$ cat config.mk
export PLATFORM = sky130hd
export DESIGN_NAME = counter_mod
export DESIGN_NICKNAME = d
export VERILOG_FILES = /design/src/rtl/counter_mod.sv
export SDC_FILE = /design/constraint.sdc
export NUM_CORES = 1
export LEC_CHECK = 0
export BUFFER_PORTS_ARGS = -buffer_cell sky130_fd_sc_hd__buf_4
export CORE_AREA = 2 2 39 41
export CTS_BUF_LIST = sky130_fd_sc_hd__clkbuf_8
export DETAILED_ROUTE_END_ITERATION = 6
export DIE_AREA = 0 0 41 43
export PLACE_DENSITY_LB_ADDON = 0.1
export SLEW_MARGIN = 20
export SYNTH_ARGS = -nofsm -noshare
export SYNTH_HDL_FRONTEND = slang
export SYNTH_SLANG_ARGS = --single-unit
$ cat constraint.sdc
create_clock -name ck -period 2.4 [get_ports ck]
set_input_delay 0.12 -clock ck [delete_from_list [all_inputs] [get_ports ck]]
set_output_delay 0.12 -clock ck [all_outputs]
set_load 0.01 [all_outputs]
$ cat src/rtl/counter_mod.sv
// Purpose: parametrised modulo counter with load, up/down, prescaler and wrap/saturate/one-shot end modes.
// Latency: q, wrap and done update one ck edge after the inputs that cause them; tc is combinational on q/up.
// Backpressure: none; en (through the prescaler) gates stepping, load and res take priority every cycle.
module counter_mod #(
    parameter int     WIDTH    = 4,
    parameter longint MODULUS  = 16,
    parameter int     PRESCALE = 1
) (
    input  logic             ck,
    input  logic             res,
    input  logic             en,
    input  logic             up,
    input  logic             load,
    input  logic [WIDTH-1:0] d,
    input  logic [1:0]       mode,
    output logic [WIDTH-1:0] q,
    output logic             tc,
    output logic             wrap,
    output logic             done
);

    // Prescaler phase counter is at least one bit wide even when PRESCALE == 1.
    localparam int PW = (PRESCALE > 1) ? $clog2(PRESCALE) : 1;

    // Top of range kept in WIDTH+1 bits so MODULUS == 2^WIDTH does not overflow.
    localparam logic [WIDTH:0]   Q_MAX_EXT = (WIDTH+1)'(MODULUS - 1);
    localparam logic [WIDTH-1:0] Q_MAX     = Q_MAX_EXT[WIDTH-1:0];
    localparam logic [PW-1:0]    PRE_MAX   = PW'(PRESCALE - 1);

    localparam logic [1:0] MODE_SAT     = 2'b01;
    localparam logic [1:0] MODE_ONESHOT = 2'b10;

    logic [PW-1:0]    pre;
    logic             tick;
    logic             at_max;
    logic             at_min;
    logic             at_end;
    logic [WIDTH-1:0] d_clamped;

    // End-of-range detection, terminal count and load clamping.
    always_comb begin
        at_max    = ({1'b0, q} == Q_MAX_EXT);
        at_min    = (q == '0);
        at_end    = up ? at_max : at_min;
        tc        = at_end;
        tick      = en && (pre == PRE_MAX);
        d_clamped = ({1'b0, d} > Q_MAX_EXT) ? Q_MAX : d;
    end

    // Counter, prescaler and status flags; priority res > load > tick > hold.
    always_ff @(posedge ck) begin
        if (res) begin
            q    <= '0;
            pre  <= '0;
            wrap <= 1'b0;
            done <= 1'b0;
        end else if (load) begin
            // Load restarts the prescaler so the next step needs a full PRESCALE window.
            q    <= d_clamped;
            pre  <= '0;
            wrap <= 1'b0;
            done <= 1'b0;
        end else begin
            wrap <= 1'b0;
            if (en) begin
                pre <= (pre == PRE_MAX) ? '0 : pre + PW'(1);
            end
            if (done) begin
                // One-shot finished: freeze q until load/res, or until mode leaves one-shot.
                if (mode != MODE_ONESHOT) begin
                    done <= 1'b0;
                end
            end else if (tick) begin
                if (!at_end) begin
                    q <= up ? q + WIDTH'(1) : q - WIDTH'(1);
                end else begin
                    case (mode)
                        MODE_SAT:     q <= q;
                        MODE_ONESHOT: done <= 1'b1;
                        // Wrap mode; the reserved encoding behaves the same way.
                        default: begin
                            q    <= up ? '0 : Q_MAX;
                            wrap <= 1'b1;
                        end
                    endcase
                end
            end
        end
    end

endmodule

==> results.toml, run 1 <==
[floorplanning]
core_mm2 = 0.00138
die_h_um = 43
ios = 18
dieArea_mm2 = 0.00176
std_cell_rows = 14
die_w_um = 41
floorplan.initialDensity = 0.327

[pwr]
vdd_drop_max_uv = 435
leakage_nw = 0.297
p_per_area_mw_per_mm2 = 613

[global_route]
track_usage = 0.126
grt_pass1_vias = 366
antenna_found_initial = 0
grt-ovfl-total = 0
grt_max_degree = 11
grt_pass1_wl_um = 1510

[layout]
final_common_cell = "buf_4"
fillCellCount = 149
layout-drive-gt1-share = 0.388
final_cell_area_um2 = 638
regArea_um2 = 120
multi_input_area_um2 = 310
area_growth_pct = 40.9
fin_nets = 84
mostFrequentLayoutCells = "17 x buf_4, 6 x dfxtp_1, 5 x inv_1, 4 x a21oi_1, 4 x nor2b_1"
num_antenna_cells = 0

[routing]
drc = 0
drtIter0Drc = 4
drt_first_pass_iters = 4
vias = 404
wire_per_inst_um = 11.9
wl_um = 987
avgViaCountPerCell = 4.87
final_antenna_net_count = 0

[timing]
max_freq_ghz = 0.577
fin_worst_skew_ps = 2.60
hold_viol = 0
rsz0062_at_grt = "false"
finalCritPeriodShare = 0.722
slew_headroom = 0.812
fin_setup_tns_ps = 0
min_period_ps = 1730
drv_slew = 0
tightestPinTransition_ps = 275
setup_viol = 0

[logic_synthesis]
ys_seq_elements = 6
yosysSeqAreaShare = 0.265
synthTopCellsByArea = "dfxtp_1 27%, ha_1 8.3%, nor2b_1 5.5%"
synth.lib_cells_used.distinct = 24
yosysTopAreaCell = "dfxtp_1"
syn-cell-area_um2 = 453
yosys_warnings = 0
postSynthCellCount = 48
yosysTopAreaCellShare = 0.265
syn_area_per_cell_um2 = 9.44
synth_nets = 63

[clock_network]
cts_max_path_buffers = 2
cts_tree = "built"
postCtsSetupBuffers = 0
cts_root_buf = "clkbuf_8"
clock_latency_ps = 220
ctsResizeCount = 0
clk_pin_slew_ps = 40
numCtsBuffers = 3
cts_sinks = 6
htreeDepth = 1
hold_buffers = 0

[place]
gp_congestion = 0.695
dpl.hpwl_um = 764
placed_area_um2 = 597
io_buffer_count = 17

[setup_path]
r2r_slack_ps = 670
cp-start-kind = "register"
startpoint = "q[0]"
crit_required_ps = 2520
crit_fanout = 7
end_kind = "register"
reg2reg_from = "q[0]"
critical_path_class = "register to register"
r2r_end = "q[0]"
r2r_cells = 4
critPathArrivalTime_ps = 1850

[run]
max_cap_violations = 0

[min_path]
hold_depth = 2
hp-start = "res"
worstHoldEndpoint = "q[0]"
hold_path_class = "primary input to register"

[outcome]
status = "completed"
-- metal layers --
metal,vias to the layer above,global-route usage,part of all wire
met3,0,0.0471,0.063
met4,0,0.0400,0
met5,-,0,0
met2,14,0.184,0.45
li1,210,-,-
met1,180,0.166,0.48
-- flip-flops by register name, indices dropped and copies added (netlist names) --
| signal | count |
|---|---|
| done | 1 |
| q | 4 |
| wrap | 1 |
-- cell families after synthesis --
logic type | synth area share
buffers and inverters | 0.0497
multiplexers | 0.0939
flip-flops | 0.265
adder cells (fa/ha/maj) | 0.127
AO/OA/AOI/OAI | 0.204
AND/OR/NAND/NOR | 0.202
XOR/XNOR | 0.0580
-- Yosys cell counts --
master	n
and3_1	1
nor3_1	2
a2111oi_2	1
nor3b_1	1
mux2i_1	2
nor4b_1	2
ha_1	3
a21o_1	1
dfxtp_1	6
xnor2_1	2
a31o_2	1
o21ai_0	3
mux2i_4	1
o21ba_2	1
a21oi_4	1
nand4_1	1
fa_1	1
xor2_1	1
buf_1	1
inv_1	5
nor2b_1	4
a21oi_1	4
or4_4	1
nor2_1	2
-- final cells by class --
type,instances,area share
multi-input cells,36,0.486
repair buffers,17,0.200
flip-flops and latches,6,0.188
clock buffers,3,0.0647
well taps,16,0.0314
inverters,5,0.0294
-- power by group --
group	total (mW)	switching [mW]	internal [mW]
Clock	0.149	0.0416	0.108
Combinational	0.119	0.0532	0.0655
Sequential	0.123	0.0145	0.109
Total	0.391	0.109	0.282
-- worst max-delay path by stage --
| stage | endpoint | cells past startpoint |
|---|---|---|
| after floorplan | q[0] | 4 |
| after detailed placement | q[1] | 5 |
| final | q[0] | 4 |
| after global placement | q[1] | 5 |
| after CTS | q[1] | 5 |
| after global routing | q[1] | 5 |
-- critical path, cell delays in order (launching register included) --
cell,delay (ps)
dfxtp_1,370
or4_4,560
mux2i_4,270
a21oi_4,140
a2111oi_2,290
-- through the flow --
stage | setup slack [ps] | instances | util | hold slack (ps) | power (mW)
3_3_place_gp | 716 | 80 | 0.431 | 353 | 0.245
5_1_grt | 551 | 83 | 0.461 | 136 | 0.416
6_report | 668 | 83 | 0.461 | 132 | 0.391
4_1_cts | 659 | 83 | 0.461 | 129 | 0.396
2_1_floorplan | 701 | 48 | - | 189 | 0.199
3_5_place_dp | 671 | 80 | 0.431 | 354 | 0.244
Note: power is estimated with default switching activity, not from simulation.
==> inputs of run 2 (changes only) <==
==> constraint.sdc (replaced) <==
create_clock -name ck -period 1.4 [get_ports ck]
set_input_delay 0.07 -clock ck [delete_from_list [all_inputs] [get_ports ck]]
set_output_delay 0.07 -clock ck [all_outputs]
set_load 0.01 [all_outputs]
==> run 2 against run 1 <==
  * Clock skew grew 3.3 ps
  * Fmax grew 4.7%
  * Sequential cell count is the same
  * The flow now finishes with violations (negative setup slack)
  * Power grew 89%
  * Count of clock-buffer cells in the layout is the same
  * Combinational power grew 120%
  * Sequential share of layout area shrank 1.9 points
  * Non-clock buffer count grew 8
  * Die area is the same
  * Core utilization grew 6.9 points
  * Highest routed layer is now met4
  * Critical path type unchanged
==> results.toml, run 2 (synthesis results as in run 1) <==
[timing]
hold_viol = 0
fin_worst_skew_ps = 5.88
setup_viol = 7
finalCritPeriodShare = 1.18
rsz0062_at_grt = "true"
tightestPinTransition_ps = 275
min_period_ps = 1650
drv_slew = 0
final.setup.worst_slack_ps = -254
slew_headroom = 0.813
max_freq_ghz = 0.605

[outcome]
status = "finished with violations"
violations = "negative setup slack"

[layout]
final_cell_area_um2 = 733
fin_nets = 92
layout-drive-gt1-share = 0.520
area_growth_pct = 61.9
mostFrequentLayoutCells = "23 x buf_4, 5 x inv_1, 4 x a21oi_1, 4 x nor2b_1"
final_common_cell = "buf_4"
num_antenna_cells = 0
largest_reg_flops = 4
regMostFlops = "q"
reg_top3 = "q x4, done x1, wrap x1"
fillCellCount = 137
stdcell_count = 91

[routing]
wire_per_inst_um = 11.8
wl_met2_um = 534
wl_um = 1080
drc = 0
drt_first_pass_iters = 2
final_antenna_net_count = 0
wl_met1_um = 453
avgViaCountPerCell = 4.90
wl_met3_um = 70
maxUsedRoutingLayer = "met4"
vias = 446
drtIter0Drc = 1

[pwr]
p_per_area_mw_per_mm2 = 1010
vdd_drop_max_uv = 490
leakage_nw = 0.343
total_power_mw = 0.740

[floorplanning]
floorplan.initialDensity = 0.327
die_h_um = 43
ios = 18
core_mm2 = 0.00138
die_w_um = 41
dieArea_mm2 = 0.00176
std_cell_rows = 14

[global_route]
grt_pass1_vias = 463
antenna_found_initial = 0
track_usage = 0.159
grt-ovfl-total = 0
grt_max_degree = 11
grt_pass1_wl_um = 1870

[clock_network]
cts_max_path_buffers = 2
clock_latency_ps = 230
clk_pin_slew_ps = 40
htreeDepth = 1
cts_sinks = 6
cts_root_buf = "clkbuf_8"
cts_tree = "built"
postCtsSetupBuffers = 0
numCtsBuffers = 3

[min_path]
hold_path_class = "primary input to register"

[place]
placed_area_um2 = 659
placed_cells = 88
io_buffer_count = 17
dpl.hpwl_um = 847
dp_slack_ps = -224
gp_congestion = 0.727

[setup_path]
critPathArrivalTime_ps = 1750
cpMaxStageDelayCell = "or4_4"
crit_fanout = 6
cp-start-kind = "register"
critical_path_class = "register to register"
worstPathCellList = "or4_4 -> mux2i_4 -> a21oi_4 -> nor2_1 -> a2111oi_4"
end_kind = "register"
crit_required_ps = 1490
slowest_delay_ps = 530

[run]
max_cap_violations = 0
-- run 2: changes by cell type in the layout (fill, tap and decap cells not counted), sizes merged --
cell	before	now
buf	17	25
-- run 2: repair_timing --
| item | CTS | global route |
|---|---|---|
| pin swaps | 5 | 2 |
| endpoints found under the setup margin | 7 | 7 |
| resized for setup | 3 | 3 |
| hold buffers | 0 | 0 |
-- run 2: metal layers --
layer | GRT usage | up-vias
met4 | 0.100 | 0
met1 | 0.182 | 202
met5 | 0 | -
li1 | - | 226
met3 | 0.0471 | 2
met2 | 0.244 | 16
-- run 2: final timing paths --
kind / startpoint / endpoint / slack [ps] / cells past startpoint
hold reg to reg: q[2] / q[2] / 560 / 2
setup reg to reg: q[0] / q[0] / -250 / 5
hold / removal: res / q[0] / 80 / 2
setup / recovery: q[0] / q[0] / -250 / 5
-- run 2: stage by stage --
stage	utilization	TNS, ps	hold WS (ps)
after floorplan	-	-1110	131
after global placement	0.476	-840	294
after detailed placement	0.476	-971	298
after CTS	0.513	-1310	64.1
after global routing	0.530	-1830	96.2
final	0.530	-1290	80.6
-- run 2: report_power, final --
| part | internal [mW] | total (mW) | switching, mW |
|---|---|---|---|
| Combinational | 0.149 | 0.258 | 0.110 |
| Clock | 0.186 | 0.275 | 0.0892 |
| Sequential | 0.189 | 0.207 | 0.0180 |
-- run 2: final cells by class --
cell class | count | area [um2] | area share
Clock buffer | 3 | 41.3 | 0.0563
Inverter | 5 | 18.8 | 0.0256
Multi-Input combinational cell | 36 | 334 | 0.456
Sequential cell | 6 | 124 | 0.169
Tap cell | 16 | 20.0 | 0.0273
Timing Repair Buffer | 25 | 195 | 0.266
-- run 2: worst max-delay path: cells and delay by family (launching register included) --
family / cells / cell delay, ps
compound gates: 2 / 220
simple gates: 2 / 720
mux: 1 / 270
flops: 1 / 310
